$ cat config.mk
export PLATFORM = sky130hd
export DESIGN_NAME = colour_sequencer_flat
export DESIGN_NICKNAME = d
export VERILOG_FILES = /design/src/rtl/colour_pkg.sv /design/src/rtl/colour_sequencer_if.sv /design/src/rtl/colour_sequencer_dwell_timer.sv /design/src/rtl/colour_sequencer.sv /design/src/flat_wrapper.sv
export SDC_FILE = /design/constraint.sdc
export NUM_CORES = 1
export LEC_CHECK = 0
export ABC_AREA = 1
export CORE_UTILIZATION = 48
export DETAILED_ROUTE_END_ITERATION = 6
export GPL_ROUTABILITY_DRIVEN = 0
export MAX_ROUTING_LAYER = met4
export PLACE_DENSITY = 0.8
export SLEW_MARGIN = 20
export SYNTH_ARGS = -nofsm -noshare
export SYNTH_HDL_FRONTEND = slang
export SYNTH_HIERARCHICAL = 1
export SYNTH_SLANG_ARGS = --single-unit
export TNS_END_PERCENT = 10
$ cat constraint.sdc
create_clock -name clk -period 2.54 [get_ports clk]
set_input_delay 0.635 -clock clk [delete_from_list [all_inputs] [get_ports clk]]
set_output_delay 0.635 -clock clk [all_outputs]
set_load 0.02 [all_outputs]
$ cat src/rtl/colour_pkg.sv
// Shared types for the colour sequencer: FSM state encoding, 3-bit colour codes
// and the converter's RGB width.
package colour_pkg;

  typedef enum logic [1:0] {
    IDLE = 2'd0,
    AUTO = 2'd1,
    MAN  = 2'd2
  } state_t;

  typedef enum logic [2:0] {
    BLACK   = 3'd0,
    BLUE    = 3'd1,
    GREEN   = 3'd2,
    CYAN    = 3'd3,
    RED     = 3'd4,
    MAGENTA = 3'd5,
    YELLOW  = 3'd6,
    WHITE   = 3'd7
  } colour_e;

  typedef logic [2:0] colour_t;

  localparam int RGB_W = 24;

  // Auto-cycle order simply walks the codes, wrapping WHITE back to BLACK.
  function automatic colour_t next_colour(input colour_t c);
    return c + 3'd1;
  endfunction

endpackage

$ cat src/rtl/colour_sequencer_if.sv
// Host/converter-facing signal bundle of the colour sequencer; the sequencer
// takes the slave view, whoever drives requests and the converter takes master.
interface colour_sequencer_if
  import colour_pkg::*;
#(
  parameter int DWELL_W = 8
);

  logic               run;
  logic [DWELL_W-1:0] dwell;
  logic               req_valid;
  logic [2:0]         req_colour;
  logic               req_ready;
  logic [2:0]         colour;
  logic               conv_enable;
  logic [RGB_W-1:0]   rgb_in;
  logic [RGB_W-1:0]   rgb_out;
  logic               rgb_valid;
  logic [1:0]         state;

  modport master (
    output run, dwell, req_valid, req_colour, rgb_in,
    input  req_ready, colour, conv_enable, rgb_out, rgb_valid, state
  );

  modport slave (
    input  run, dwell, req_valid, req_colour, rgb_in,
    output req_ready, colour, conv_enable, rgb_out, rgb_valid, state
  );

endinterface

$ cat src/rtl/colour_sequencer_dwell_timer.sv
// Loadable dwell down-counter; a zero dwell is treated as one cycle, so the
// reload value is max(dwell,1)-1 and the counter never wraps.
module dwell_timer #(
  parameter int DWELL_W = 8
) (
  input  logic               clk,
  input  logic               rst,
  input  logic               load_i,
  input  logic               dec_i,
  input  logic [DWELL_W-1:0] dwell_i,
  output logic               zero_o
);

  logic [DWELL_W-1:0] count_q;
  logic [DWELL_W-1:0] count_d;
  logic [DWELL_W-1:0] reload;

  always_comb begin
    reload  = (dwell_i == '0) ? '0 : dwell_i - DWELL_W'(1);
    count_d = count_q;
    if (load_i) begin
      count_d = reload;
    end else if (dec_i && (count_q != '0)) begin
      count_d = count_q - DWELL_W'(1);
    end
  end

  always_ff @(posedge clk or posedge rst) begin
    if (rst) begin
      count_q <= '0;
    end else begin
      count_q <= count_d;
    end
  end

  assign zero_o = (count_q == '0);

endmodule

$ cat src/rtl/colour_sequencer.sv
// Drives the RGB converter's colour/enable, arbitrating between the auto-cycle
// generator and manual host requests, and captures the settled RGB result.
module colour_sequencer
  import colour_pkg::*;
#(
  parameter int DWELL_W = 8,
  parameter int SETTLE  = 1
) (
  input  logic               clk,
  input  logic               rst,
  colour_sequencer_if.slave  bus
);

  state_t           state_q, state_d;
  colour_t          colour_q, colour_d;
  colour_t          auto_colour_q, auto_colour_d;
  logic             enable_q, enable_d;
  logic [RGB_W-1:0] rgb_q, rgb_d;
  logic             valid_q, valid_d;
  logic [SETTLE-1:0] settle_q, settle_d;

  logic load;
  logic dec;
  logic push;
  logic accept;
  logic cnt_zero;

  dwell_timer #(
    .DWELL_W (DWELL_W)
  ) u_timer (
    .clk     (clk),
    .rst     (rst),
    .load_i  (load),
    .dec_i   (dec),
    .dwell_i (bus.dwell),
    .zero_o  (cnt_zero)
  );

  // A manual request preempts an auto step, but the auto pointer still
  // advances if the dwell happened to expire on the same cycle.
  always_comb begin
    state_d       = state_q;
    colour_d      = colour_q;
    auto_colour_d = auto_colour_q;
    enable_d      = enable_q;
    load          = 1'b0;
    dec           = 1'b0;
    push          = 1'b0;
    accept        = bus.req_valid && (state_q != MAN);

    case (state_q)
      IDLE: begin
        enable_d = 1'b0;
        if (accept) begin
          state_d  = MAN;
          colour_d = bus.req_colour;
          enable_d = 1'b1;
          load     = 1'b1;
          push     = 1'b1;
        end else if (bus.run) begin
          state_d  = AUTO;
          colour_d = auto_colour_q;
          enable_d = 1'b1;
          load     = 1'b1;
          push     = 1'b1;
        end
      end
      AUTO: begin
        if (accept) begin
          state_d  = MAN;
          colour_d = bus.req_colour;
          enable_d = 1'b1;
          load     = 1'b1;
          push     = 1'b1;
          if (cnt_zero) begin
            auto_colour_d = next_colour(auto_colour_q);
          end
        end else if (!bus.run) begin
          state_d  = IDLE;
          enable_d = 1'b0;
        end else if (cnt_zero) begin
          auto_colour_d = next_colour(auto_colour_q);
          colour_d      = next_colour(auto_colour_q);
          load          = 1'b1;
          push          = 1'b1;
        end else begin
          dec = 1'b1;
        end
      end
      MAN: begin
        if (!cnt_zero) begin
          dec = 1'b1;
        end else if (bus.run) begin
          state_d  = AUTO;
          colour_d = auto_colour_q;
          enable_d = 1'b1;
          load     = 1'b1;
          push     = 1'b1;
        end else begin
          state_d  = IDLE;
          enable_d = 1'b0;
        end
      end
      default: begin
        state_d  = IDLE;
        enable_d = 1'b0;
      end
    endcase

    settle_d = (settle_q << 1) | SETTLE'(push);
    valid_d  = settle_q[SETTLE-1] && enable_q;
    rgb_d    = valid_d ? bus.rgb_in : rgb_q;
  end

  always_ff @(posedge clk or posedge rst) begin
    if (rst) begin
      state_q       <= IDLE;
      colour_q      <= BLACK;
      auto_colour_q <= BLACK;
      enable_q      <= 1'b0;
      rgb_q         <= '0;
      valid_q       <= 1'b0;
      settle_q      <= '0;
    end else begin
      state_q       <= state_d;
      colour_q      <= colour_d;
      auto_colour_q <= auto_colour_d;
      enable_q      <= enable_d;
      rgb_q         <= rgb_d;
      valid_q       <= valid_d;
      settle_q      <= settle_d;
    end
  end

  assign bus.req_ready   = (state_q != MAN);
  assign bus.colour      = colour_q;
  assign bus.conv_enable = enable_q;
  assign bus.rgb_out     = rgb_q;
  assign bus.rgb_valid   = valid_q;
  assign bus.state       = state_q;

endmodule
$ cat src/flat_wrapper.sv
// flat-port wrapper written by rule: the top's interface ports become plain ports
module colour_sequencer_flat import colour_pkg::*;
#(
  parameter int DWELL_W = 8,
  parameter int SETTLE  = 1
)
  (clk, rst, bus_run, bus_dwell, bus_req_valid, bus_req_colour, bus_rgb_in, bus_req_ready, bus_colour, bus_conv_enable, bus_rgb_out, bus_rgb_valid, bus_state);
  colour_sequencer_if #(.DWELL_W(DWELL_W)) bus_i ();
  input  logic clk;
  input  logic rst;
  input wire logic [$bits(bus_i.run)-1:0] bus_run;
  input wire logic [$bits(bus_i.dwell)-1:0] bus_dwell;
  input wire logic [$bits(bus_i.req_valid)-1:0] bus_req_valid;
  input wire logic [$bits(bus_i.req_colour)-1:0] bus_req_colour;
  input wire logic [$bits(bus_i.rgb_in)-1:0] bus_rgb_in;
  output wire logic [$bits(bus_i.req_ready)-1:0] bus_req_ready;
  output wire logic [$bits(bus_i.colour)-1:0] bus_colour;
  output wire logic [$bits(bus_i.conv_enable)-1:0] bus_conv_enable;
  output wire logic [$bits(bus_i.rgb_out)-1:0] bus_rgb_out;
  output wire logic [$bits(bus_i.rgb_valid)-1:0] bus_rgb_valid;
  output wire logic [$bits(bus_i.state)-1:0] bus_state;
  assign bus_i.run = bus_run;
  assign bus_i.dwell = bus_dwell;
  assign bus_i.req_valid = bus_req_valid;
  assign bus_i.req_colour = bus_req_colour;
  assign bus_i.rgb_in = bus_rgb_in;
  assign bus_req_ready = bus_i.req_ready;
  assign bus_colour = bus_i.colour;
  assign bus_conv_enable = bus_i.conv_enable;
  assign bus_rgb_out = bus_i.rgb_out;
  assign bus_rgb_valid = bus_i.rgb_valid;
  assign bus_state = bus_i.state;
  colour_sequencer #(.DWELL_W(DWELL_W), .SETTLE(SETTLE)) u_core (.clk(clk), .rst(rst), .bus(bus_i));
endmodule
==> impl_results.md <==
- Status: completed
- Hold slack final: approximately 480 ps
- Die Height: ~75 um
- # DRC: 0
- Maximum VDD drop: ~0.6 mV
- CTS tree: yes
- Initial antenna violation count: 0
- IO buf count: 70
- RSZ-0062 raised after global routing: no
- Share of layout cells above drive strength 1: around 11%
- Post-DRT Antenna Nets: 0
- Critical path class: reg2out
- Starting Density: approximately 50%
- Area of the multi-input gates: approximately 1300 um2
- GRT Total Usage: 23.24%
- # setup viols final: 0
- Vias in the first global route: ~2.2k
- Slew @ Worst Pin: about 500 ps
- Clk root buf: clkbuf_8
- Post-synth top flop: dfrtp_1
- Crit Path Max Fanout: 5
- Post-synth EDFFs: 0
- Maximum clock path buffer count: 2
- Antenna diode count: 0
- Detailed Routing Iterations Pass 1: 5
- Final setup TNS: 0 ps
- FMAX: about 420 MHz
- Total number of vias: 2434
- Max_slew headroom: 66.72%
- I/O pin cnt: 71
- Avg Vias per Cell: 4.978
- Worst Setup SP: u_core/bus.state[0]
- HPWL Detailed: 4573 um
- First-pass GRT wire length: roughly 9500 um
- Fin. Hold Viols: 0
- Req. time, crit path: 1900 ps
- Initial DRC Count: roughly 120
- Most instantiated library cell after synthesis: nand2_1
- DR WL/cell: around 12 um
- Yosys top cell by area: dfrtp_1
- Tot Pwr: between 4 and 5 mW
- Final number of max-transition violations: 0
- Synth Warn #: 6
- Synthesized flop and latch total: 43
- LEAKAGE: ~1.7 nW
- Period utilization: approximately 93%
- # fillers: approximately 470
- Area of the core: ~5100 um2
- Hold path start: u_core/bus.rgb_out[1]
- Max Cap Viol: 0
- Ranking of synthesized cells by area: dfrtp_1 43%, nand2_1 23%, nand3_1 5.4%
- GR Overflow Total: 0
- CTS sink count: 43
- DRT Wirelength: about 6000 um
- Cell count after synthesis: 342
- Asr flop ratio synth: 100.0%
- Cell Area, Synth: 2524 um2
- DIE AREA: around 5600 um2
- Register area: around 1100 um2
- # hold bufs at CTS: 0
- CTS buffer count: 5
- Synthesized area per cell: approximately 7.4 um2
- Worst Path Arrival: ~1700 ps
- Pwr/cell area: 1250 nW/um2
- Synth top cells by count: 155 x nand2_1, 43 x dfrtp_1, 27 x nand3_1
- Pin count of the biggest net entering global routing: 26
- # H-tree levels: 2
- Synth top area share: 42.64%
- Num rows: 26
- Area delta synth->final: 35.50%
- Syn Nets: between 300 and 400
- Distinct cells, synth: 30
- RR Startpoint: u_core/u_timer/count_q[0]
- Clock transition at the registers of the reported paths: around 80 ps
- Hold Path Class: reg2reg
- Register area share after synthesis: 42.64%
- Nets: roughly 470
- Tmin final: around 2400 ps
- Critical Path Source Type: flip-flop
- CP endpoint kind: output pin
- Worst skew pair latency: roughly 290 ps
- DIE WIDTH: about 75 um
- Clock skew: approximately 4.7 ps
logic make-up (layout without fill, tap and decap cells):
group / Yosys count / after routing / synth area share (%)
buf+inv: 39 / 116 / 6.544
simple gates: 218 / 218 / 37.68
compound gates: 30 / 30 / 7.635
xor+xnor: 3 / 3 / 1.041
fa+ha+maj: 9 / 9 / 4.462
flops: 43 / 43 / 42.64
metal layers:
layer	share of wire, %	global-route usage (%)
met4	0.85	9.224
met2	51	39.14
met1	43	27.24
met3	5.3	4.472
met5	0	-
flip-flops by register name, summed over array words and instances (netlist names):
register                flops
u_core/auto_colour_q        3
u_core/bus.colour           3
u_core/bus.conv_enable      1
u_core/bus.rgb_out         24
u_core/bus.rgb_valid        1
u_core/bus.state            2
u_core/settle_q             1
u_core/u_timer/count_q      8
worst paths after layout:
path	end	slack (ps)	depth (start not counted)
setup / recovery	bus_req_ready	170	4
hold / removal	u_core/bus.rgb_out[1]	480	2
setup reg to reg	u_core/u_timer/count_q[7]	270	14
hold reg to reg	u_core/bus.rgb_out[1]	480	2
max in group asynchronous	u_core/bus.rgb_out[15]	1350	3
min in group asynchronous	u_core/u_timer/count_q[0]	620	2
layout make-up:
type | instances | share of cell area, %
clock buffer | 6 | 2.122
clock inverter | 2 | 0.3659
inverter | 32 | 3.586
multi-input combinational | 260 | 37.72
sequential | 43 | 31.47
tap | 70 | 2.561
timing repair buffer | 76 | 22.17
critical path, cell delays in order (launching register included):
cell             delay [ps]
dfrtp_1                 420
inv_1                    90
ha_1                    240
inv_4                    90
clkdlybuf4s50_1         600
metrics by stage:
step | instances | cell area (um2) | worst slack [ps] | util, %
finish | 489 | 3420 | 167.1 | 67.38
global route | 489 | 3420 | 32.46 | 67.38
detailed placement | 481 | 3327 | 123.9 | 65.56
CTS | 489 | 3412 | 145.4 | 67.23
global placement | 481 | 3327 | 161.6 | 65.56
floorplan | 342 | 2524 | 371.8 | -
cells in the final DEF, fill, tap and decap left out, types with 7 or more instances in the layout:
cell / count
nand2_1: 155
clkdlybuf4s50_1: 70
dfrtp_1: 43
nand3_1: 27
inv_1: 26
nor2_1: 12
o21ai_0: 9
ha_1: 9
a21oi_1: 7
timing repair:
item                       in CTS  in global routing
gates resized for setup         0                  2
setup endpoints to repair       0                  6
buffers inserted                0                  0
power by group:
group / internal, mW / switching [mW] / leakage (nW) / total, mW
sequential: 1.02 / 0.218 / 0.531 / 1.24
clock: 0.192 / 0.232 / 0.0412 / 0.424
combinational: 1.06 / 1.56 / 1.13 / 2.61
Note: power is estimated with default switching activity, not from simulation.
